**src/rtl/isq_pkg.sv**
```systemverilog
// isq_pkg: shared sizing for the collapsing issue queue.
// Holds the queue geometry used by isq_ctl and the line/datapath widths
// shared with the instruction-line and read-mux modules.
package isq_pkg;

  localparam int ISQ_DEPTH = 8;
  localparam int IDX_WIDTH = $clog2(ISQ_DEPTH);
  localparam int CNT_WIDTH = IDX_WIDTH + 1;

  // Instruction payload carried by each line (excluding the wait bit).
  localparam int INST_WIDTH = 32;
  localparam int LINE_WIDTH = INST_WIDTH + 1;

endpackage

```
**src/rtl/isq_pri_enc.sv**
```systemverilog
// isq_pri_enc: lowest-index-first priority encoder.
// Ports:
//   req   - request vector, bit 0 has highest priority
//   found - at least one request bit is set
//   idx   - index of the lowest set request bit (0 when none)
module isq_pri_enc #(
  parameter int N = 8,
  parameter int W = 3
) (
  input  logic [N-1:0] req,
  output logic         found,
  output logic [W-1:0] idx
);

  // Scan from the top down so the last hit written is the lowest index.
  always_comb begin
    found = 1'b0;
    idx   = '0;
    for (int i = N - 1; i >= 0; i--) begin
      if (req[i]) begin
        found = 1'b1;
        idx   = W'(i);
      end
    end
  end

endmodule

```
**src/rtl/isq_ctl.sv**
```systemverilog
// isq_ctl: controller for a collapsing issue queue of ISQ_DEPTH lines.
// Line 0 is the oldest. The lines carry no valid bit, so occupancy lives
// here as a counter and the valid vector is derived from it.
// Ports:
//   clk, rst_n        - clock, asynchronous active-low reset
//   alloc_vld/rdy     - dispatch handshake, new entry written at the tail
//   lin_wat           - wait bit read back from each line
//   wake_vld/idx      - operand wakeup addressed by current physical line
//   iss_rdy/vld/idx   - issue handshake, idx drives the datapath read mux
//   fls               - pipeline flush, empties the queue
//   lin_en            - per-line load enable
//   lin_src_new       - per-line source: 1 = allocation bus, 0 = line i+1
//   lin_clr_wat       - per-line wait-bit clear
//   lin_set_wat       - per-line wait-bit set (reserved, held at 0)
//   lin_fls_inst      - per-line instruction clear
//   isq_cnt/isq_empty - occupancy status
module isq_ctl
  import isq_pkg::*;
(
  input  logic                 clk,
  input  logic                 rst_n,
  input  logic                 alloc_vld,
  output logic                 alloc_rdy,
  input  logic [ISQ_DEPTH-1:0] lin_wat,
  input  logic                 wake_vld,
  input  logic [IDX_WIDTH-1:0] wake_idx,
  input  logic                 iss_rdy,
  output logic                 iss_vld,
  output logic [IDX_WIDTH-1:0] iss_idx,
  input  logic                 fls,
  output logic [ISQ_DEPTH-1:0] lin_en,
  output logic [ISQ_DEPTH-1:0] lin_src_new,
  output logic [ISQ_DEPTH-1:0] lin_clr_wat,
  output logic [ISQ_DEPTH-1:0] lin_set_wat,
  output logic [ISQ_DEPTH-1:0] lin_fls_inst,
  output logic [CNT_WIDTH-1:0] isq_cnt,
  output logic                 isq_empty
);

  logic [CNT_WIDTH-1:0] cnt;
  logic [ISQ_DEPTH-1:0] val;
  logic [ISQ_DEPTH-1:0] elig;
  logic                 found;
  logic [IDX_WIDTH-1:0] k;
  logic                 iss;
  logic                 alc;
  logic                 wake_hit;
  logic [IDX_WIDTH-1:0] top_idx;
  logic [IDX_WIDTH-1:0] tail_idx;
  logic [IDX_WIDTH-1:0] wake_dn;

  always_comb begin
    val = '0;
    for (int i = 0; i < ISQ_DEPTH; i++) begin
      val[i] = (CNT_WIDTH'(i) < cnt);
    end
  end

  assign elig = val & ~lin_wat;

  isq_pri_enc #(
    .N (ISQ_DEPTH),
    .W (IDX_WIDTH)
  ) u_pri_enc (
    .req   (elig),
    .found (found),
    .idx   (k)
  );

  assign iss_vld   = found & ~fls;
  assign iss_idx   = k;
  assign iss       = iss_vld & iss_rdy;
  // Full queue refuses allocation even when it issues: keeps alloc_rdy
  // free of any path from iss_rdy.
  assign alloc_rdy = (cnt < CNT_WIDTH'(ISQ_DEPTH));
  assign alc       = alloc_vld & alloc_rdy & ~fls;

  // Index of the current top entry; only meaningful when cnt > 0. At a
  // full queue the low bits of cnt wrap to 0, so this still yields DEPTH-1.
  assign top_idx  = cnt[IDX_WIDTH-1:0] - IDX_WIDTH'(1);
  assign tail_idx = iss ? top_idx : cnt[IDX_WIDTH-1:0];
  assign wake_dn  = wake_idx - IDX_WIDTH'(1);
  assign wake_hit = wake_vld & val[wake_idx];

  always_comb begin
    lin_en       = '0;
    lin_src_new  = '0;
    lin_clr_wat  = '0;
    lin_fls_inst = '0;
    if (!rst_n) begin
      // Lines reset themselves; keep every control quiet.
    end else if (fls) begin
      lin_clr_wat  = '1;
      lin_fls_inst = '1;
    end else begin
      // Compaction: entries above the issued one move down by one.
      for (int i = 0; i < ISQ_DEPTH; i++) begin
        if (iss && (IDX_WIDTH'(i) >= k) && (CNT_WIDTH'(i + 1) < cnt)) begin
          lin_en[i] = 1'b1;
        end
      end
      if (alc) begin
        lin_en[tail_idx]      = 1'b1;
        lin_src_new[tail_idx] = 1'b1;
      end
      if (iss && !alc) begin
        lin_fls_inst[top_idx] = 1'b1;
        lin_clr_wat[top_idx]  = 1'b1;
      end
      // Wakeups name the line as it stands now; follow the entry if it
      // shifts this cycle, drop it if the entry itself is leaving.
      if (wake_hit) begin
        if (iss && (wake_idx > k)) begin
          lin_clr_wat[wake_dn] = 1'b1;
        end else if (!(iss && (wake_idx == k))) begin
          lin_clr_wat[wake_idx] = 1'b1;
        end
      end
    end
  end

  assign lin_set_wat = '0;

  always_ff @(posedge clk or negedge rst_n) begin
    if (!rst_n) begin
      cnt <= '0;
    end else if (fls) begin
      cnt <= '0;
    end else begin
      case ({alc, iss})
        2'b10:   cnt <= cnt + CNT_WIDTH'(1);
        2'b01:   cnt <= cnt - CNT_WIDTH'(1);
        default: cnt <= cnt;
      endcase
    end
  end

  assign isq_cnt   = cnt;
  assign isq_empty = (cnt == '0);

endmodule

```
**config.mk**
```make
export PLATFORM = sky130hd
export DESIGN_NAME = isq_ctl
export DESIGN_NICKNAME = d
export VERILOG_FILES = /design/src/rtl/isq_pkg.sv /design/src/rtl/isq_pri_enc.sv /design/src/rtl/isq_ctl.sv
export SDC_FILE = /design/constraint.sdc
export NUM_CORES = 1
export LEC_CHECK = 0
export CAP_MARGIN = 20
export CELL_PAD_IN_SITES_DETAIL_PLACEMENT = 0
export CELL_PAD_IN_SITES_GLOBAL_PLACEMENT = 2
export CORE_UTILIZATION = 21
export CTS_BUF_LIST = sky130_fd_sc_hd__clkbuf_16
export DETAILED_ROUTE_END_ITERATION = 6
export PLACE_DENSITY = 0.86
export SETUP_SLACK_MARGIN = 0.1
export SLEW_MARGIN = 30
export SYNTH_ARGS = -nofsm -noshare
export SYNTH_HDL_FRONTEND = slang
export SYNTH_SLANG_ARGS = --single-unit
```
**constraint.sdc**
```tcl
create_clock -name clk -period 5.3 [get_ports clk]
set_input_delay 1.06 -clock clk [delete_from_list [all_inputs] [get_ports clk]]
set_output_delay 1.06 -clock clk [all_outputs]
set_load 0.02 [all_outputs]
```
Word level (Yosys, flattened, before mapping)

Index checks and enable logic that the tools add are counted.

$add $sub $neg: 4
Magnitude comparators: 27
Muxes and demuxes: 69
Equal/unequal tests: 3
Bitwise logic cells: 11
Reduce and logical (&&, ||, !) cells: 26

Operators with widths:

| cell                                                                  | count |
|---|---|
| 8-bit 2-to-1 mux                                                      | 16 |
| 1-bit 2-to-1 mux                                                      | 37 |
| 3-bit 2-to-1 mux                                                      | 9 |
| 8-bit bitwise OR                                                      | 3 |
| 1-bit logical AND                                                     | 23 |
| 3-bit by 4-bit < comparator with 1-bit output, first input constant   | 4 |
| 3-bit by 4-bit < comparator with 1-bit output, second input constant  | 4 |
| 1-bit demux with 3-bit select                                         | 4 |
| 3-bit by 1-bit >= comparator with 1-bit output, second input constant | 4 |
| 3-bit >= comparator, first input constant                             | 4 |
| 8-bit AND                                                             | 1 |
| 1-bit by 4-bit < comparator with 1-bit output, first input constant   | 2 |
| 2-bit by 4-bit < comparator with 1-bit output, first input constant   | 2 |
| 8-bit NOT                                                             | 1 |
| 4-bit case mux with 2 select lines                                    | 1 |
| 1-bit by 3-bit >= comparator with 1-bit output, first input constant  | 2 |
| 2-bit by 3-bit >= comparator with 1-bit output, first input constant  | 2 |
| 3-bit by 1-bit subtractor with 3-bit output, second input constant    | 2 |
| 1-bit AND                                                             | 5 |
| 4-bit by 1-bit adder with 4-bit output, second input constant         | 1 |
| 4-bit zero test                                                       | 1 |
| 4-bit < comparator, first input constant                              | 1 |
| 4-bit < comparator, second input constant                             | 1 |
| 4-bit 2-to-1 mux                                                      | 1 |
| other kinds (9)                                                       | 9 |

Input port bits: 17
Word-level logic and storage cells: 141
Register bits: 4
Output and inout bits: 50

Longest topological paths before layout

Gate-level depths: netlist of run 1.

Word-level depth: 22
Mapped depth: 15
Gate-level depth less buffers: 13

Modules after synthesis

A second synthesis of run 1 with hierarchy kept.

Cells, all modules: 217
Area, all modules: 1378.8 µm²

By module, submodules not included:

| module      | area each (µm²) | times used | cells each | seq. area each (µm²) |
|---|---|---|---|---|
| isq_ctl     | 1298.7          | 1          | 204        | 100.1 |
| isq_pri_enc | 80.1            | 1          | 13         | 0.0 |

Worst setup path after synthesis of run 1

No wires, ideal clock.

Path kind: register -> output
From: register cnt[0], in the netlist isq_cnt[0]
To: output port lin_clr_wat[0]
Cell stages (with the launch flop): 15
Setup slack: 0.541 ns
Path buffers: 1
Arrival time: 3.699 ns
Required time: 4.240 ns
Cells stage by stage: dfrtp_1 > clkbuf_1 > inv_1 > ha_1 > or2_2 > a21oi_1 > a311oi_1 > nor2_1 > ha_1 > nand2b_1 > a21o_1 > a21o_1 > a21oi_1 > nand2_1 > o221ai_1

Elaborated cells on any way between the ends: 55
Classes of those cells: 1 x add/sub; 12 x order compare; 1 x eq/ne; 28 x mux; 8 x bitwise; 5 x reduce/logical

RTL lines:

| item                                                                  | RTL line          | source |
|---|---|---|
| start: declaration                                                    | isq_ctl.sv:40     | `logic [CNT_WIDTH-1:0] cnt;` |
| start signal: assignment                                              | isq_ctl.sv:131    | `2'b10: cnt <= cnt + CNT_WIDTH'(1);` |
| start signal: assignment                                              | isq_ctl.sv:132    | `2'b01: cnt <= cnt - CNT_WIDTH'(1);` |
| start signal: assignment                                              | isq_ctl.sv:133    | `default: cnt <= cnt;` |
| 3-bit by 4-bit < comparator with 1-bit output                         | isq_ctl.sv:55     | `val[i] = (CNT_WIDTH'(i) < cnt);` |
| 8-bit AND *                                                           | isq_ctl.sv:59     | `assign elig = val & ~lin_wat;` |
| 3-bit 2-to-1 mux (7 in a row)                                         | isq_pri_enc.sv:20 | `if (req[i]) begin` |
| 3-bit 2-to-1 mux *                                                    | isq_pri_enc.sv:20 |  |
| net iss_idx[0]                                                        | isq_ctl.sv:29     | `output logic [IDX_WIDTH-1:0] iss_idx,` |
| branches (longest 3 deep; another with 3-bit greater-than comparator) | -                 |  |
| 8-bit 2-to-1 mux *                                                    | isq_ctl.sv:113    | `if (iss && (wake_idx > k)) begin` |
| 8-bit 2-to-1 mux *                                                    | isq_ctl.sv:112    | `if (wake_hit) begin` |
| 8-bit 2-to-1 mux *                                                    | isq_ctl.sv:92     | `end else if (fls) begin` |
| 8-bit 2-to-1 mux *                                                    | isq_ctl.sv:90     | `if (!rst_n) begin` |
| end: declaration                                                      | isq_ctl.sv:33     | `output logic [ISQ_DEPTH-1:0] lin_clr_wat,` |

Mark *: on every way through the listed nets, which the timed path passes. The select of a mux whose other input is x is not followed.

Worst setup path after layout of run 1

From: input port lin_wat[4]
To: output port lin_clr_wat[4]

Cells in the longest elaborated chain, start to end: 19
Elaborated cells on any way between the ends: 29
Classes of those cells: 1 x order compare; 1 x eq/ne; 18 x mux; 6 x bitwise; 3 x reduce/logical

Ends and longest elaborated chain:

| item                          | RTL line          | source |
|---|---|---|
| start: declaration            | isq_ctl.sv:24     | `input logic [ISQ_DEPTH-1:0] lin_wat,` |
| 8-bit NOT *                   | isq_ctl.sv:59     |  |
| 8-bit AND *                   | isq_ctl.sv:59     |  |
| 1-bit 2-to-1 mux (5 in a row) | isq_pri_enc.sv:20 |  |
| 1-bit AND                     | isq_ctl.sv:70     | `assign iss_vld = found & ~fls;` |
| 1-bit AND                     | isq_ctl.sv:72     | `assign iss = iss_vld & iss_rdy;` |
| 1-bit logical AND             | isq_ctl.sv:106    | `if (iss && !alc) begin` |
| 8-bit 2-to-1 mux              | isq_ctl.sv:106    |  |
| 8-bit 2-to-1 mux              | isq_ctl.sv:92     |  |
| 8-bit 2-to-1 mux              | isq_ctl.sv:90     |  |
| 8-bit bitwise OR (no line)    | -                 |  |
| 8-bit 2-to-1 mux              | isq_ctl.sv:115    | `end else if (!(iss && (wake_idx == k))) begin` |
| 8-bit 2-to-1 mux              | isq_ctl.sv:113    |  |
| 8-bit 2-to-1 mux *            | isq_ctl.sv:112    |  |
| 8-bit 2-to-1 mux *            | isq_ctl.sv:92     |  |
| 8-bit 2-to-1 mux *            | isq_ctl.sv:90     |  |

Mark *: on every way between the ends. The rest lies on a longest branch, timed or not. The select of a mux whose other input is x is not followed.

==> results_dict.tcl, run 1 <==
set metrics [dict create \
    required_ps 4240 \
    synth_top_family_by_area "compound AO/OA/AOI/OAI gates" \
    netlist_area_um2 1480 \
    cp-end-kind "output port" \
    mostFrequentLayoutCell "clkdlybuf4s50_1" \
    drv_slew 0 \
    die_area_um2 7390 \
    fillers 728 \
    drc_errors 0 \
    cp_num_buf_inv 4 \
    yosys_warnings 0 \
    ys_seq_area_frac 0.0676 \
    path_clk_slew_ps 30 \
    maxSlewHeadroom 0.596 \
    hold-worst-slack_ps 841 \
    max_freq_mhz 200 \
    first_global_vias 1861 \
    numCtsBuffers 3 \
    status "finished clean" \
    coreArea_um2 6790 \
    antenna_cells 0 \
    path_cells "clkdlybuf4s50_1 > buf_4 > o22ai_1 > a221oi_2 > nor2_1 > inv_1 > ha_1 > nor2b_1 > a221oi_1 > a311oi_1 > and2_2 > a211o_1 > clkdlybuf4s15_1" \
    max_cap_viol_count 0 \
    firstDrtPassIters 4 \
    nets 314 \
    arrival_ps 3950 \
    mostFrequentLayoutCells "clkdlybuf4s50_1, buf_4, nand2_1, nor2_1, a21oi_1" \
    port_buffers 58 \
    start_kind "input port" \
    yosysTopAreaCellShare 0.0676 \
    peakVddDrop_mv 0.149 \
    netlist_instances 220 \
    synth-compound-area-share 0.356 \
    drtIter0Drc 119 \
    synth-seq-cells 4 \
    setup_viol 0 \
    synth-adder-area-share 0.0676 \
    max_stage_delay_ps 490 \
    async_flop_share 1.00 \
    final_layout_size_suffix_gt1_frac 0.157 \
    yosys.area.top_type "dfrtp_1" \
    ys.flop_type "dfrtp_1" \
    place_ws_ps -129 \
    stdcell_area_um2 2290 \
    synthToLayoutAreaGrowth_pct 54.9 \
    power.leakage_uw 0.000953 \
    synth_xor_area_frac 0.0414 \
    cts_tree "built" \
    grt_max_degree 20 \
    worstMarginPinSlew_ps 602 \
    synth.distinct_cells 59 \
    routedWlPerCell_um 15.9 \
    num_vias 1934 \
    power.density_nw_per_um2 509 \
    min_period_ps 5010 \
    synth_area_leaders "dfrtp_1, ha_1, nand2_1" \
    grt-ovfl-total 0 \
    drt_wl_total_um 6090 \
    syn_avg_cell_area_um2 6.73 \
    antenna_found_initial 0 \
    setup_slack_ps 288 \
    cts_htree_levels 1 \
    io_pins 67 \
    clock_latency_ps 230 \
    cpMaxStageDelayCell "clkdlybuf4s50_1" \
    die_w_um 86.0 \
    multi_input_area_um2 1230 \
    fp.dieH_um 86.0 \
    grt_pass1_wl_um 9740 \
    antenna_left 0 \
    fin_tns_setup_ps 0 \
    largest_reg_flops 4 \
    worstPathMaxFanout 6 \
    critPathTopFamily "compound AO/OA/AOI/OAI gates" \
    rsz0062_at_grt "false" \
    cts_buffer_depth 2 \
    track_usage 0.166 \
    ctsRootBufferMaster "clkbuf_16" \
    postCtsSetupBuffers 0 \
    dpl.hpwl_um 4760 \
    finalClockSkew_ps 2.95 \
    finalPower_uw 1170 \
    synth_edf_count 0 \
    start_util 0.218 \
    cts_sinks 4 \
    synthMuxAreaShare 0.00676 \
    vias_per_cell 5.05 \
    timing.final.crit_share 0.946 \
    seqCellArea_um2 100 \
    hold_viol 0 \
    num_rows 30 \
    gp_congestion 0.849 \
    hp-class "register to register" \
    critPathKind "input port to output port" \
    synth_simple_gate_area_frac 0.337 \
    placed_cell_area_um2 2240 \
]
## through the flow
step	std cells	util
floorplan	227	-
global placement	380	0.329
detailed placement	380	0.329
CTS	383	0.340
global route	383	0.338
finish	383	0.338
## where the power goes
group	switching, uW	total [uW]	internal [uW]
logic	572	982	409
clock network	20.8	117	96.3
registers	26.3	69.0	42.7
## path summary, 6_finish.rpt
kind	end	slack, ps	start	cells after the start
worst max register to register	isq_cnt[2]	2570	isq_cnt[1]	11
worst min-delay path	isq_cnt[0]	840	isq_cnt[0]	4
min in group asynchronous	isq_cnt[2]	1280	rst_n	2
worst min register to register	isq_cnt[0]	840	isq_cnt[0]	4
max in group asynchronous	isq_cnt[0]	3830	rst_n	2
worst max-delay path	lin_clr_wat[4]	290	lin_wat[4]	13
## worst register-to-register path, delay by kind of cell, from the launching register on
family                   cells  cell delay (ps)
flip-flops                   1              360
adder cells (fa/ha/maj)      1              290
multiplexers                 1              230
buffers and inverters        3              600
AND/OR/NAND/NOR              3              580
AO/OA/AOI/OAI                2              410
XOR/XNOR                     1              140
## synth_stat cells, types with 5 or more instances
library cell   n
a21oi_1       13
buf_2          8
clkbuf_1       6
inv_1         10
o21ai_0        9
ha_1           8
nor3_1        11
nor2b_1        5
a221o_1        5
nor2_1        21
nand3_1        7
a41o_1         5
and3_1         5
xnor2_1        5
buf_4          8
nand2b_1       5
nand2_1       21
## cell type report
cell class / instances / share of cell area
multi-input cells: 188 / 0.538
repair buffers: 80 / 0.313
well taps: 96 / 0.0524
flip-flops and latches: 4 / 0.0436
clock buffers: 3 / 0.0327
inverters: 12 / 0.0196
## per-layer routing
metal,global-route usage,part of all wire,up-vias
li1,-,-,943
met1,0.231,0.47,915
met2,0.268,0.45,72
met3,0.0337,0.077,4
met4,0.0242,0.0058,0
met5,0,0,-
## repair_timing
action	in CTS	in global routing
setup endpoints to repair	8	7
cloned	0	0
pin swaps	0	0
resized for setup	11	12
hold buffers	0	0
## cell families after synthesis
family / Yosys count
multiplexers: 1
AND/OR/NAND/NOR: 96
other: 1
adder cells (fa/ha/maj): 8
buffers and inverters: 35
XOR/XNOR: 7
flip-flops: 4
AO/OA/AOI/OAI: 68
(Power assumes the default switching activity.)
==> inputs of run 2 (changes only) <==
--- a/config.mk
+++ b/config.mk
@@ -10,8 +10,10 @@
 export CELL_PAD_IN_SITES_GLOBAL_PLACEMENT = 2
 export CORE_UTILIZATION = 21
 export CTS_BUF_LIST = sky130_fd_sc_hd__clkbuf_16
+export CTS_CLUSTER_DIAMETER = 150
 export DETAILED_ROUTE_END_ITERATION = 6
 export PLACE_DENSITY = 0.86
+export REMOVE_ABC_BUFFERS = 1
 export SETUP_SLACK_MARGIN = 0.1
 export SLEW_MARGIN = 30
 export SYNTH_ARGS = -nofsm -noshare
==> results_dict.tcl, run 2 (same netlist as run 1, synthesis figures left out) <==
set metrics [dict create \
    status "finished clean" \
    hp-class "register to register" \
    power.density_nw_per_um2 509 \
    drtIter0Drc 94 \
    die_area_um2 7390 \
    coreArea_um2 6790 \
    path_cells "clkdlybuf4s50_1 > and2_1 > a311o_1 > a311oi_2 > nor2_1 > ha_1 > nand2b_1 > a21o_1 > a21o_1 > a21oi_1 > buf_4 > and4_1 > a211o_1 > dlygate4sd2_1" \
    ctsRootBufferMaster "clkbuf_16" \
    mostFrequentLayoutCells "clkdlybuf4s50_1, buf_4, nand2_1, nor2_1, a21oi_1" \
    first_global_vias 1811 \
    timing.final.crit_share 0.945 \
    drc_errors 0 \
    cts_htree_levels 1 \
    required_ps 4240 \
    largest_reg_flops 4 \
    antenna_cells 0 \
    port_buffers 58 \
    drt_wl_total_um 5960 \
    hold-worst-slack_ps 823 \
    start_kind "input port" \
    hold_viol 0 \
    p_clk_frac 0.099 \
    arrival_ps 3950 \
    min_period_ps 5010 \
    path_clk_slew_ps 30 \
    sw_frac_of_total 0.527 \
    stdcell_area_um2 2320 \
    hp-start "isq_cnt[0]" \
    cts_buffer_depth 2 \
    cpMaxStageDelayCell "clkdlybuf4s50_1" \
    die_w_um 86.0 \
    max_stage_delay_ps 420 \
    p_seq_frac 0.052 \
    r2r-start "isq_cnt[0]" \
    peakVddDrop_mv 0.127 \
    setup_slack_ps 294 \
    placed_cell_area_um2 2260 \
    antenna_found_initial 0 \
    dpl.hpwl_um 4720 \
    antenna_left 0 \
    grt_pass1_wl_um 9470 \
    p_int_uw 559 \
    fillers 737 \
    stdcell_count 386 \
    r2r_setup_slack_ps 2560 \
    worstPathMaxFanout 6 \
    nets 317 \
    synthToLayoutAreaGrowth_pct 56.9 \
    gp_congestion 0.871 \
    r2r_cells 11 \
    num_rows 30 \
    vias_per_cell 5.05 \
    ctsHoldBuffers 0 \
    final_layout_size_suffix_gt1_frac 0.162 \
    routedWlPerCell_um 15.4 \
    cp-end-kind "output port" \
    seqCellArea_um2 100 \
    setup_viol 0 \
    start_util 0.218 \
    io_pins 67 \
    hold_path_depth 4 \
    placed_cells 383 \
    power.leakage_uw 0.000982 \
    drv_slew 0 \
    firstDrtPassIters 4 \
    worstMarginPinSlew_ps 635 \
    cts_sinks 4 \
    p_sw_uw 623 \
    critPathKind "input port to output port" \
    multi_input_area_um2 1240 \
    max_freq_mhz 200 \
    min_to "isq_cnt[0]" \
    critPathMostFrequentCell "a21o_1" \
    utilization 0.342 \
    numCtsBuffers 3 \
    maxSlewHeadroom 0.574 \
    cts_tree "built" \
    place_ws_ps -116 \
    num_vias 1950 \
    fp.dieH_um 86.0 \
    rsz0062_at_grt "false" \
    grt-ovfl-total 0 \
    comb_power_share 0.849 \
    mostFrequentLayoutCell "clkdlybuf4s50_1" \
    track_usage 0.160 \
    finalClockSkew_ps 1.08 \
    postCtsSetupBuffers 0 \
    grt_max_degree 20 \
    max_cap_viol_count 0 \
    clock_latency_ps 220 \
    r2r-end "isq_cnt[2]" \
]
## run 2: cell types whose count changed in the layout (fill, tap and decap cells not counted), sizes merged
| cell | previous run | this run |
|---|---|---|
| dlymetal6s2s | 0 | 1 |
| dlygate4sd2 | 2 | 4 |
| clkbuf | 8 | 7 |
| buf | 22 | 25 |
| clkdlybuf4s15 | 2 | 0 |
## run 2: critical path: cells and delay by family
family | cells | cell delay [ps]
compound gates | 6 | 1090
buf+inv | 3 | 890
simple gates | 4 | 600
fa+ha+maj | 1 | 300
## run 2: power by group through the flow
stage / Clock [uW] / Sequential (uW) / Combinational (uW)
after CTS: 118 / 61.0 / 996
final: 117 / 61.4 / 1000
after detailed placement: 0 / 61.3 / 997
after global routing: 122 / 63.2 / 1090
after floorplan: 0 / 98.5 / 549
after global placement: 0 / 60.0 / 992
## run 2: metrics by stage
step | setup TNS (ps) | power, uW
after global placement | -367 | 1050
after detailed placement | -653 | 1060
after global routing | 0 | 1270
after floorplan | 0 | 647
after CTS | 0 | 1170
final | 0 | 1180
## run 2: final cells by class
type	instances	share of cell area
clock buffer	3	0.0323
inverter	12	0.0194
multi-input combinational	188	0.532
sequential	4	0.0431
tap	96	0.0517
timing repair buffer	83	0.321
## run 2: how the worst max path moves through the flow
stage | from | to | slack [ps]
4_1_cts | lin_wat[2] | lin_clr_wat[1] | 150
3_3_place_gp | lin_wat[2] | lin_clr_wat[1] | -70
5_1_grt | lin_wat[4] | lin_clr_wat[3] | 160
3_5_place_dp | lin_wat[2] | lin_clr_wat[5] | -120
2_1_floorplan | isq_cnt[0] | lin_clr_wat[0] | 660
6_report | lin_wat[4] | lin_clr_wat[3] | 290
## run 2: repair_timing
| action | in CTS | in global routing |
|---|---|---|
| pin swaps | 0 | 0 |
| setup endpoints to repair | 8 | 8 |
| gates resized for setup | 10 | 10 |
## run 2: per-layer routing
| metal | global-route usage | vias up | share of wire |
|---|---|---|---|
| met4 | 0.0394 | 0 | 0.023 |
| li1 | - | 945 | - |
| met1 | 0.222 | 914 | 0.47 |
| met5 | 0 | - | 0 |
| met3 | 0.0241 | 12 | 0.058 |
| met2 | 0.259 | 79 | 0.45 |
